### config.mk
export PLATFORM = sky130hd
export DESIGN_NAME = if_fetch_flat
export DESIGN_NICKNAME = d
export VERILOG_FILES = /design/src/rtl/if_fetch_if.sv /design/src/rtl/if_fetch.sv /design/src/flat_wrapper.sv
export SDC_FILE = /design/constraint.sdc
export NUM_CORES = 1
export LEC_CHECK = 0
export CORE_ASPECT_RATIO = 0.6
export CORE_MARGIN = 5
export CORE_UTILIZATION = 44
export CTS_BUF_LIST = sky130_fd_sc_hd__clkbuf_4
export DETAILED_ROUTE_END_ITERATION = 10
export GPL_ROUTABILITY_DRIVEN = 1
export PLACE_DENSITY = 0.81
export REMOVE_ABC_BUFFERS = 1
export SLEW_MARGIN = 15
export SYNTH_ARGS = -nofsm -noshare
export SYNTH_HDL_FRONTEND = slang
export SYNTH_SLANG_ARGS = --single-unit
### constraint.sdc
create_clock -name clk -period 1.3 [get_ports clk]
set_input_delay 0.195 -clock clk [delete_from_list [all_inputs] [get_ports clk]]
set_output_delay 0.195 -clock clk [all_outputs]
set_load 0.005 [all_outputs]
### src/rtl/if_fetch_if.sv
// Fetch-unit bundle: PC handshake, byte-wide memory read port and decode handoff.
// master is the fetch unit; slave is the PC/memory/decode side.
interface if_fetch_if;
    localparam int unsigned AW = 16;
    localparam int unsigned IW = 16;
    localparam int unsigned BW = 8;

    logic [AW-1:0] pc_addr;
    logic          pc_en;
    logic          flush;
    logic          mem_req;
    logic [AW-1:0] mem_addr;
    logic          mem_gnt;
    logic          mem_rvalid;
    logic [BW-1:0] mem_rdata;
    logic          inst_valid;
    logic [IW-1:0] inst;
    logic [AW-1:0] inst_addr;
    logic          inst_ready;

    modport master (
        input  pc_addr, flush, mem_gnt, mem_rvalid, mem_rdata, inst_ready,
        output pc_en, mem_req, mem_addr, inst_valid, inst, inst_addr
    );

    modport slave (
        output pc_addr, flush, mem_gnt, mem_rvalid, mem_rdata, inst_ready,
        input  pc_en, mem_req, mem_addr, inst_valid, inst, inst_addr
    );
endinterface

### src/rtl/if_fetch.sv
// Instruction fetch: assembles a 16-bit instruction from two byte reads,
// holds it for decode, and redirects (draining any in-flight read) on flush.
module if_fetch #(
    parameter bit BIG_ENDIAN = 1'b0
) (
    input  logic       clk,
    input  logic       rst,
    if_fetch_if.master bus
);
    localparam int unsigned AW = 16;
    localparam int unsigned IW = 16;
    localparam int unsigned BW = 8;

    typedef enum logic [2:0] {
        IDLE    = 3'd0,
        REQ_LO  = 3'd1,
        WAIT_LO = 3'd2,
        REQ_HI  = 3'd3,
        WAIT_HI = 3'd4,
        HOLD    = 3'd5,
        DRAIN   = 3'd6
    } state_e;

    state_e        state_q, state_d;
    logic [AW-1:0] fetch_addr_q, fetch_addr_d;
    logic [BW-1:0] lo_byte_q, lo_byte_d;
    logic [IW-1:0] inst_q, inst_d;
    logic [AW-1:0] inst_addr_q, inst_addr_d;
    logic          in_flight_c;

    always_ff @(posedge clk) begin
        if (!rst) begin
            state_q      <= IDLE;
            fetch_addr_q <= '0;
            lo_byte_q    <= '0;
            inst_q       <= '0;
            inst_addr_q  <= '0;
        end else begin
            state_q      <= state_d;
            fetch_addr_q <= fetch_addr_d;
            lo_byte_q    <= lo_byte_d;
            inst_q       <= inst_d;
            inst_addr_q  <= inst_addr_d;
        end
    end

    // A read is still owed to us if granted now or waiting without rvalid.
    always_comb begin
        in_flight_c = 1'b0;
        case (state_q)
            REQ_LO, REQ_HI:          in_flight_c = bus.mem_gnt;
            WAIT_LO, WAIT_HI, DRAIN: in_flight_c = !bus.mem_rvalid;
            default:                 in_flight_c = 1'b0;
        endcase
    end

    always_comb begin
        state_d      = state_q;
        fetch_addr_d = fetch_addr_q;
        lo_byte_d    = lo_byte_q;
        inst_d       = inst_q;
        inst_addr_d  = inst_addr_q;
        case (state_q)
            IDLE: state_d = REQ_LO;
            REQ_LO: begin
                if (bus.mem_gnt) begin
                    state_d      = WAIT_LO;
                    fetch_addr_d = bus.pc_addr;
                end
            end
            WAIT_LO: begin
                if (bus.mem_rvalid) begin
                    state_d   = REQ_HI;
                    lo_byte_d = bus.mem_rdata;
                end
            end
            REQ_HI: begin
                if (bus.mem_gnt) state_d = WAIT_HI;
            end
            WAIT_HI: begin
                if (bus.mem_rvalid) begin
                    state_d     = HOLD;
                    inst_d      = BIG_ENDIAN ? {lo_byte_q, bus.mem_rdata}
                                             : {bus.mem_rdata, lo_byte_q};
                    inst_addr_d = fetch_addr_q;
                end
            end
            HOLD: begin
                if (bus.inst_ready) state_d = REQ_LO;
            end
            DRAIN: begin
                if (bus.mem_rvalid) state_d = REQ_LO;
            end
            default: state_d = IDLE;
        endcase
        // Flush overrides everything; no datapath register may capture this cycle.
        if (bus.flush) begin
            fetch_addr_d = fetch_addr_q;
            lo_byte_d    = lo_byte_q;
            inst_d       = inst_q;
            inst_addr_d  = inst_addr_q;
            state_d      = in_flight_c ? DRAIN : REQ_LO;
        end
    end

    always_comb begin
        bus.mem_req    = 1'b0;
        bus.mem_addr   = bus.pc_addr;
        bus.pc_en      = 1'b0;
        bus.inst_valid = 1'b0;
        case (state_q)
            REQ_LO: bus.mem_req = 1'b1;
            REQ_HI: begin
                bus.mem_req  = 1'b1;
                bus.mem_addr = fetch_addr_q + AW'(1);
            end
            WAIT_HI: bus.pc_en      = bus.mem_rvalid;
            HOLD:    bus.inst_valid = 1'b1;
            default: bus.mem_req    = 1'b0;
        endcase
        if (bus.flush) begin
            bus.pc_en      = 1'b1;
            bus.inst_valid = 1'b0;
        end
        if (!rst) begin
            bus.mem_req    = 1'b0;
            bus.pc_en      = 1'b0;
            bus.inst_valid = 1'b0;
        end
    end

    assign bus.inst      = inst_q;
    assign bus.inst_addr = inst_addr_q;
endmodule

### src/flat_wrapper.sv
// flat-port wrapper written by rule: the top's interface ports become plain ports
module if_fetch_flat 
#(
    parameter bit BIG_ENDIAN = 1'b0
)
  (clk, rst, bus_pc_addr, bus_flush, bus_mem_gnt, bus_mem_rvalid, bus_mem_rdata, bus_inst_ready, bus_pc_en, bus_mem_req, bus_mem_addr, bus_inst_valid, bus_inst, bus_inst_addr);
  if_fetch_if bus_i ();
  input  logic clk;
  input  logic rst;
  input wire logic [$bits(bus_i.pc_addr)-1:0] bus_pc_addr;
  input wire logic [$bits(bus_i.flush)-1:0] bus_flush;
  input wire logic [$bits(bus_i.mem_gnt)-1:0] bus_mem_gnt;
  input wire logic [$bits(bus_i.mem_rvalid)-1:0] bus_mem_rvalid;
  input wire logic [$bits(bus_i.mem_rdata)-1:0] bus_mem_rdata;
  input wire logic [$bits(bus_i.inst_ready)-1:0] bus_inst_ready;
  output wire logic [$bits(bus_i.pc_en)-1:0] bus_pc_en;
  output wire logic [$bits(bus_i.mem_req)-1:0] bus_mem_req;
  output wire logic [$bits(bus_i.mem_addr)-1:0] bus_mem_addr;
  output wire logic [$bits(bus_i.inst_valid)-1:0] bus_inst_valid;
  output wire logic [$bits(bus_i.inst)-1:0] bus_inst;
  output wire logic [$bits(bus_i.inst_addr)-1:0] bus_inst_addr;
  assign bus_i.pc_addr = bus_pc_addr;
  assign bus_i.flush = bus_flush;
  assign bus_i.mem_gnt = bus_mem_gnt;
  assign bus_i.mem_rvalid = bus_mem_rvalid;
  assign bus_i.mem_rdata = bus_mem_rdata;
  assign bus_i.inst_ready = bus_inst_ready;
  assign bus_pc_en = bus_i.pc_en;
  assign bus_mem_req = bus_i.mem_req;
  assign bus_mem_addr = bus_i.mem_addr;
  assign bus_inst_valid = bus_i.inst_valid;
  assign bus_inst = bus_i.inst;
  assign bus_inst_addr = bus_i.inst_addr;
  if_fetch #(.BIG_ENDIAN(BIG_ENDIAN)) u_core (.clk(clk), .rst(rst), .bus(bus_i));
endmodule
# --- Word-level counts from Yosys, hierarchy flattened ---
# Index checks and enable logic that the tools add are counted.
# W data, S select, Z words.
op_classes:
  add_sub_neg: 1
  eq_ne: 12
  mux: 19
  bitwise_logic: 1
  reduce_logical: 8
ops:
  columns: ["operator", "count"]
  rows:
  - ["$mux W3", 8]
  - ["$pmux W3 S7", 1]
  - ["$ne A3 B3 Y1 const B", 6]
  - ["$add A16 B1 Y16 const B", 1]
  - ["$mux W16", 1]
  - ["$eq A3 B3 Y1 const B", 3]
  - ["$reduce_and A3 Y1", 3]
  - ["$mux W1", 8]
  - ["$eq A3 B2 Y1 const B", 2]
  - ["$reduce_and A6 Y1", 1]
  - ["$eq A3 B1 Y1 const B", 1]
  - ["$logic_not A3 Y1", 1]
  - ["$reduce_or A3 Y1", 1]
  - ["$pmux W1 S2", 1]
  - ["$reduce_or A2 Y1", 1]
  - ["$logic_not A1 Y1", 1]
  - ["$not A1 Y1", 1]
totals:
  ff_bits: 59
  output_inout_bits: 51
  wordCells: 46

# --- Logic depth before layout (Yosys ltp) ---
depth:
  word_depth: 5
  ltp_mapped: 7

# --- Least setup slack after synthesis ---
# Ideal clock, no wire load.
synth_timing:
  kind: "reg-to-output"
  from: "register u_core.fetch_addr_q[0]"
  to: "output bus_mem_addr[14]"
  arrival_ns: 1.251
  t_required_ns: 1.105
  setup_slack_ns: -0.146
  path_stages_with_launch: 6
  cell_sequence: "dfxtp_1 > ha_1 > nand3_2 > nor4_2 > xnor2_1 > o21ai_1"
synth_between:
  elab_chain_cells: 2
synth_rtl:
  columns: ["item", "line_no", "rtl"]
  rows:
  - ["from (decl)", "if_fetch.sv:25", "logic [AW-1:0] fetch_addr_q, fetch_addr_d;"]
  - ["from (signal assigned)", "if_fetch.sv:40", "fetch_addr_q <= fetch_addr_d;"]
  - ["$add A16 B1 Y16", "if_fetch.sv:115", "bus.mem_addr = fetch_addr_q + AW'(1);"]
  - ["$mux W16", "if_fetch.sv:111", "case (state_q)"]
  - ["to (decl)", "flat_wrapper.sv:18", "output wire logic [$bits(bus_i.mem_addr)-1:0] bus_mem_addr;"]
# Every way passes these cells.

# --- Final worst setup path ---
layout_timing:
  from: "register u_core.fetch_addr_q[3]"
  to: "output bus_mem_addr[15]"
# The elaborated chain is that of the path after synthesis.

==> summary.md <==
| Metric | Value |
|---|---|
| Worst Path Max Fanout | 5 |
| Sw Ratio | 0.299 |
| Largest net degree at the start of global routing | 59 |
| Ys async rst share | 0 |
| P&R area growth vs syn | 90.4% |
| Slew @ Worst Pin | 819 ps |
| Gate count of the mapped netlist | 334 |
| Layout cells sized above 1 | 0.528 |
| Power Density | 816 nW/um2 |
| Cell Area, Synth | 2690 um2 |
| Number of max-cap violations | 0 |
| N_diodes | 0 |
| Largest area contributor in the netlist | dfxtp_1 |
| First-pass GRT wire length | 15,200 um |
| Worst-case clock skew | 24.3 ps |
| Syn_area_per_cell | 8.05 um2 |
| Vias in the first global route | 3,042 |
| Sink Count | 59 |
| Post-synth top flop | dfxtp_1 |
| Hold WS | 345 ps |
| RePlAce Congestion | 0.818 |
| Setup CP Type | reg2out |
| Worst-path clk slew | 120 ps |
| Status | finished, violations left |
| Commonest non-fill, non-tap cell in the layout | nand2_1 |
| Post-synthesis sequential area ratio | 0.439 |
| Routed via count | 3,114 |
| Setup TNS | -32,860 ps |
| Pre-antenna DRT Iters | 5 |
| Drc violations | 0 |
| Max-slew violation total from the final report | 0 |
| TritonCTS buffer count | 9 |
| Failing checks | setup timing |
| Most frequent cells in the layout | nand2_1, buf_4, dlygate4sd2_1, dfxtp_2, clkdlybuf4s50_1 |
| RSZ-0062 raised after global routing | yes |
| GRT Total Usage | 0.241 |
| Post-synth top area share | 0.439 |
| Total die area | 7830 um2 |
| CTS max path bufs | 2 |
| Dominant cells by area after synthesis | dfxtp_1, nand2_1, mux2i_1, a21oi_1, xnor2_1 |
| WP data required | 1110 ps |
| Clock Power Share | 0.320 |
| Crit. End Element | output pin |
| Internal | 2.93 mW |
| Vias/cell | 5.33 |
| CTS tree | done |
| Final worst path period share | 1.57 |
| Sw Pwr | 1.25 mW |
| Final Hold Fails | 0 |
| Core Area | 6030 um2 |
| Reg power frac | 0.450 |
| Initial core utilization | 0.446 |
| Combinational power share | 0.230 |
| Slew headroom | 0.454 |
| Die height | 70.6 um |
| Routed WL | 11,000 um |
| Die width | 111 um |
| DR iter-0 viols | 180 |
| Boundary Pins | 81 |
| H-tree levels | 3 |
| Place WS | -670 ps |
| IO Port Bufs | 80 |
| Max Fclk | 490 MHz |
| Number of routed nets with antenna violations | 0 |
| Grt total ovfl | 0 |
| Worst setup SP type | register |
| Routed len/inst | 18.8 um |
| Root Driver | clkbuf_4 |
| Synth cell types | 37 |
| Final Setup Violations | 78 |
| Max rail drop VDD | 841 uV |
| Cell Rows | 22 |
| Final Power | 4.18 mW |
| Fin worst setup slack | -741 ps |
| Nets | 526 |
| Post-synth EDFFs | 0 |
| Period minus WS final | 2040 ps |
| Hold Path Class | in2reg |
| Synth warnings | 0 |
| Worst skew pair latency | 430 ps |
| Critical path data arrival time | 1850 ps |
| Leak pwr | 2.53 nW |
| #FFs+latches synth | 59 |
| Detail Placement HPWL | 5530 um |
| Initial antenna violation count | 0 |
[cell usage after synthesis (all sizes together), types with 2 or more instances]
library cell	count
inv	5
nor4	3
dfxtp	59
nand3	10
a21oi	33
nor2b	2
nand4	3
nand2b	2
xnor2	14
nand2	88
a211oi	2
o21ai	17
buf	10
mux2i	24
clkbuf	12
nor2	33
nor3	5
[timing repair]
item,in CTS,in global routing
hold buffers,0,0
gates resized for setup,215,111
setup buffers,27,14
cloned,3,1
setup endpoints to repair,109,79
pin swaps,35,79
[final cells by class]
type | count | area (um2)
Tap cell | 84 | 105
Sequential cell | 59 | 1230
Clock inverter | 7 | 67.6
Timing Repair Buffer | 172 | 1650
Inverter | 5 | 18.8
Clock buffer | 9 | 67.6
Fill cell | 326 | 910
Multi-Input combinational cell | 248 | 1990
[flip-flops by register name (all words and copies together) (netlist names)]
name                  flops
u_core.bus.inst          16
u_core.bus.inst_addr     16
u_core.state_q            3
u_core.lo_byte_q          8
u_core.fetch_addr_q      16
[worst paths after layout]
kind                          startpoint                       end  slack, ps  cells after the start
setup / recovery  u_core.fetch_addr_q[3]          bus_mem_addr[15]       -740                      7
hold / removal          bus_mem_rdata[0]        u_core.bus.inst[8]        340                      3
setup reg to reg       u_core.state_q[0]  u_core.bus.inst_addr[14]       -550                     11
hold reg to reg       u_core.bus.inst[3]        u_core.bus.inst[3]        460                      2
[worst max-delay path: stages, from the launching register on]
cell     delay, ps
dfxtp_1        440
nand4_1        140
buf_6          150
buf_6          110
nor4_4         190
xnor2_2        130
o21ai_2        140
buf_2          120
[power by group through the flow]
stage | Sequential (mW) | Combinational, mW | Clock [mW]
final | 1.88 | 0.960 | 1.34
after global routing | 1.88 | 1.01 | 1.44
after CTS | 1.88 | 0.795 | 1.31
after detailed placement | 1.91 | 0.652 | 0
after global placement | 1.91 | 0.637 | 0
after floorplan | 1.93 | 0.218 | 0
[per-layer routing]
metal  vias up  global-route usage  share of wire
met2       138               0.399           0.49
met3        24              0.0821          0.076
met1      1507               0.303           0.41
met4         0              0.0683          0.026
met5         -                   0              0
li1       1445                   -              -
[kinds of logic (layout without fill, tap and decap cells)]
kind of cell,count (synthesis),after routing,synth area share
adder cells (fa/ha/maj),1,1,0.00465
buffers and inverters,27,193,0.0461
XOR/XNOR,15,15,0.0489
multiplexers,25,25,0.0935
AND/OR/NAND/NOR,151,151,0.256
AO/OA/AOI/OAI,56,56,0.111
flip-flops,59,59,0.439
[metrics by stage]
step | cells | cell area, um2 | util
global placement | 529 | 3940 | 0.653
CTS | 573 | 4620 | 0.767
finish | 584 | 5120 | 0.849
global route | 584 | 5120 | 0.849
detailed placement | 529 | 3940 | 0.653
floorplan | 312 | 2580 | -
Power figures use the tool's default switching activity.
